## config.mk

```make
export PLATFORM = sky130hd
export DESIGN_NAME = print_arbiter
export DESIGN_NICKNAME = d
export VERILOG_FILES = /design/src/rtl/print_arbiter.sv
export SDC_FILE = /design/constraint.sdc
export NUM_CORES = 1
export LEC_CHECK = 0
export ABC_AREA = 0
export CORE_MARGIN = 1.5
export CORE_UTILIZATION = 23
export DETAILED_ROUTE_END_ITERATION = 6
export SKIP_LAST_GASP = 1
export SLEW_MARGIN = 0
export SYNTH_ARGS = -nofsm -noshare
export SYNTH_HDL_FRONTEND = slang
export SYNTH_SLANG_ARGS = --single-unit
```

## constraint.sdc

```tcl
create_clock -name clk -period 2.1 [get_ports clk]
set_input_delay 0.42 -clock clk [delete_from_list [all_inputs] [get_ports clk]]
set_output_delay 0.42 -clock clk [all_outputs]
set_load 0.02 [all_outputs]
```

## src/rtl/print_arbiter.sv

```systemverilog
// Round-robin arbiter sharing one ready/valid console port among NCORES PRINT-issuing cores.
// Requesting cores are stalled until their value has been handed to the console.
module print_arbiter #(
    parameter int NCORES = 4
) (
    input  logic                 clk,
    input  logic                 rst_n,
    input  logic [NCORES-1:0]    print_valid,
    input  logic [NCORES*16-1:0] print_data,
    output logic [NCORES-1:0]    core_stall,
    output logic [15:0]          out_data,
    output logic                 out_valid,
    input  logic                 out_ready,
    output logic [3:0]           out_core,
    output logic [15:0]          print_count
);

    typedef enum logic [0:0] {
        IDLE = 1'b0,
        SEND = 1'b1
    } state_e;

    localparam logic [NCORES-1:0] ONE_HOT_LSB = NCORES'(1);
    localparam logic [3:0]        LAST_RST    = 4'(NCORES - 1);

    state_e              state_q, state_d;
    logic [3:0]          last_q, last_d;
    logic [3:0]          out_core_q, out_core_d;
    logic [15:0]         out_data_q, out_data_d;
    logic [15:0]         print_count_q, print_count_d;

    logic                sel_found_s;
    logic [3:0]          sel_idx_s;
    logic [3:0]          cand_s;
    logic [NCORES-1:0]   pv_sh_s;
    logic [NCORES*16-1:0] data_sh_s;
    logic [15:0]         sel_data_s;
    logic                out_valid_s;
    logic                hs_s;
    logic [NCORES-1:0]   ack_s;

    // Core index k positions after base, wrapping modulo NCORES.
    function automatic logic [3:0] rr_idx(input logic [3:0] base, input int k);
        int sum;
        sum = (int'(base) + k) % NCORES;
        return sum[3:0];
    endfunction

    // State register: all flops, reset to IDLE with core 0 holding first priority.
    always_ff @(posedge clk or negedge rst_n) begin
        if (!rst_n) begin
            state_q       <= IDLE;
            last_q        <= LAST_RST;
            out_core_q    <= 4'd0;
            out_data_q    <= 16'h0000;
            print_count_q <= 16'h0000;
        end else begin
            state_q       <= state_d;
            last_q        <= last_d;
            out_core_q    <= out_core_d;
            out_data_q    <= out_data_d;
            print_count_q <= print_count_d;
        end
    end

    // Round-robin search: first requesting core strictly after the last one served.
    always_comb begin
        sel_found_s = 1'b0;
        sel_idx_s   = 4'd0;
        cand_s      = 4'd0;
        pv_sh_s     = '0;
        for (int k = 1; k <= NCORES; k++) begin
            cand_s  = rr_idx(last_q, k);
            pv_sh_s = print_valid >> cand_s;
            if (!sel_found_s && pv_sh_s[0]) begin
                sel_found_s = 1'b1;
                sel_idx_s   = cand_s;
            end else begin
                sel_found_s = sel_found_s;
            end
        end
        data_sh_s  = print_data >> {sel_idx_s, 4'b0000};
        sel_data_s = data_sh_s[15:0];
    end

    // Next-state logic: latch the winner on IDLE->SEND, retire it on the handshake.
    always_comb begin
        state_d       = state_q;
        last_d        = last_q;
        out_core_d    = out_core_q;
        out_data_d    = out_data_q;
        print_count_d = print_count_q;
        case (state_q)
            IDLE: begin
                if (sel_found_s) begin
                    state_d    = SEND;
                    out_data_d = sel_data_s;
                    out_core_d = sel_idx_s;
                end else begin
                    state_d = IDLE;
                end
            end
            SEND: begin
                if (out_ready) begin
                    state_d       = IDLE;
                    last_d        = out_core_q;
                    print_count_d = print_count_q + 16'd1;
                end else begin
                    state_d = SEND;
                end
            end
            default: begin
                state_d = IDLE;
            end
        endcase
    end

    // Outputs: the granted core is released only during its handshake cycle.
    always_comb begin
        out_valid_s = (state_q == SEND);
        hs_s        = out_valid_s & out_ready;
        if (hs_s) begin
            ack_s = ONE_HOT_LSB << out_core_q;
        end else begin
            ack_s = '0;
        end
        core_stall = print_valid & ~ack_s;
    end

    assign out_valid   = out_valid_s;
    assign out_data    = out_data_q;
    assign out_core    = out_core_q;
    assign print_count = print_count_q;

endmodule

```

==> impl_metrics.toml, run 1 <==
[yosys]
yosys_warnings = 0
synth_seq_area_share_pct = 44.5
async_flop_share_pct = 100
synth_edf_count = 0
syn_area_mm2 = 0.00208
netlist_instances = 191
synth-seq-cells = 37
avgSynthCellArea_um2 = 10.9
synthFlopType = "dfrtp_1"
ys_types = 33

[route]
avgViaCountPerCell = 4.46
drt-total-wl_mm = 5.94
dr.pass1.iters = 4
drc = 0
post_drt_wl_per_cell_um = 14.1
vias = 1883
ant_nets = 0
drt_iter0_drc = 48

[cts]
cts_setup_buffers = 0
clockRootBuffer = "clkbuf_8"
cts_tree = "yes"
clk_path_buf_depth = 2
clkLatencyLatePin_ns = 0.29
cts.sinks = 37
numCtsBuffers = 5
cts-htree-levels = 2
path_clk_slew_ns = 0.08

[worst_setup_path]
crit_arrival_ns = 1.62
r2r_start = "last_q[1]$_DFFE_PN1P_"
crit_end = "core_stall[1]"
critPathKind = "primary input to output pin"
r2r_setup_slack_ns = 0.32
cp-end-kind = "output pin"
worstSetupStartpointType = "primary input"
r2r_end = "out_data[9]$_DFFE_PN0P_"
reg2regPathDepth = 6
crit_required_ns = 1.68
startpoint = "out_ready"
crit_fanout = 4

[placed_design]
port_buffers = 109
gp_routability_congestion = 0.710
dp_hpwl_mm = 4.53
dp.cells = 414
dp_slack_ns = -0.165
dpl_cell_area_mm2 = 0.00339

[cells_and_area]
regArea_um2 = 928
layout.cells.most_common = "clkdlybuf4s50_1"
final_cells = 422
fillerInstances = 891
nets = 385
multi_input_area_mm2 = 0.00106
drive_gt1_share_pct = 12.7
final_area_mm2 = 0.00347
final_cell_mix = "clkdlybuf4s50_1, nand2_1, dfrtp_1"
antennaDiodeCount = 0
synthToLayoutAreaGrowth_pct = 66.4

[global_route]
grt-ovfl-total = 0
antenna_found_initial = 0
grt_max_degree = 38
track_usage_pct = 12.1
grt_pass1_wl_mm = 9.46
grt_pass1_vias = 1947

[timing]
tightest_slew_ns = 0.849
clock_skew_ns = 0.00805
finalCriticalPeriod_ns = 2.04
rsz0062_at_grt = "no"
setup_viol_count_final = 0
holdWs_ns = 0.237
relSlewSlack_pct = 43.4
maxSlewViolCount = 0
worst_slack_ns = 0.0575
hold_viol = 0
period_share_pct = 97.3
max_freq_ghz = 0.490

[floorplan]
die_area_mm2 = 0.00964
rows = 34
ios = 112
core_area_mm2 = 0.00876
die_x_um = 98.2
die_h_um = 98.2
start_util_pct = 23.8

[pwr]
power.density_mw_per_mm2 = 853
vdd_drop_max_mv = 0.376
leakage_nw = 1.52
total_power_mw = 2.96

[run_status]
outcome = "finished, final reports clean"

[min_path]
hold_class = "primary input to asynchronous set/reset pin"

[run]
drv_cap = 0
[report_power, final]
part           internal [mW]  switching, mW  leakage, nW
clock                  0.229          0.267       0.0439
combinational          0.742          0.654         1.01
sequential             0.901          0.166        0.468
[area by class of cell]
cell class | count | area share [%]
multi-input combinational | 141 | 30.5
inverter | 3 | 0.325
timing repair buffer | 125 | 36.1
clock buffer | 5 | 1.98
tap | 108 | 3.89
clock inverter | 3 | 0.505
sequential | 37 | 26.8
[per-layer routing]
layer	vias up	GRT usage, %	part of all wire (%)
li1	920	-	-
met1	888	14.7	43
met5	-	0	0
met2	70	20.3	47
met4	0	2.93	0.66
met3	5	4.51	9.1
[worst max-delay path, cell delays in order]
cell,delay [ns]
clkdlybuf4s50_1,0.47
and2_1,0.17
nand2_1,0.08
o21a_1,0.17
dlygate4sd2_1,0.31
[metrics by stage]
stage,TNS [ns],utilization (%)
after CTS,0,39.6
after floorplan,0,-
final,0,39.6
after global routing,0,39.6
after global placement,-1.83,38.7
after detailed placement,-1.93,38.7
[registers in the layout, summed over array words and instances, names as in the netlist]
signal,cells
print_count,16
last_q,2
out_core,2
out_valid,1
out_data,16
[logic make-up after synthesis]
kind of cell	count (synthesis)	share of synthesized area (%)
buffers and inverters	14	4.92
xor gates and xnor gates	15	6.30
DFF	37	44.5
adders and majority gates	1	0.600
other	1	0.180
AOI/OAI and AO/OA	27	14.1
and+or+nand+nor	63	13.5
muxes	33	15.8
[cells in the mapped netlist (2+ instances only)]
master,number,area share (%)
a21oi_1,3,0.72
xor2_1,2,0.84
buf_4,4,1.4
nand3_1,5,1.2
dfstp_2,2,2.5
o221ai_1,6,2.5
xnor2_1,13,5.5
a31oi_1,2,0.60
nor2_1,6,1.1
nand2b_1,4,1.2
and3_1,4,1.2
buf_2,3,0.72
nand4_1,3,0.90
mux2i_1,33,16
o221ai_2,10,7.2
dfrtp_1,35,42
buf_8,2,1.4
nand2_1,37,6.7
inv_1,3,0.54
[what timing repair did]
| item | 4_1_cts | 5_1_grt |
|---|---|---|
| hold buffers | 0 | 0 |
| hold endpoints to repair | 0 | 0 |
| setup endpoints to repair | 4 | 0 |
| gates resized for setup | 4 | 0 |
[worst min path at each step]
stage	to	cells past startpoint
after floorplan	out_core[0]$_DFFE_PN0P_	0
after global placement	out_data[3]$_DFFE_PN0P_	2
after detailed placement	out_data[7]$_DFFE_PN0P_	2
after CTS	print_count[9]$_DFFE_PN0P_	1
after global routing	print_count[8]$_DFFE_PN0P_	1
final	print_count[8]$_DFFE_PN0P_	1
Power figures use the tool's default switching activity.
==> inputs of run 2 (changes only) <==
- HOLD_SLACK_MARGIN: default -> 0.03
==> results of run 2 <==
Final layout, timing and power as in run 1 (identical DEF).
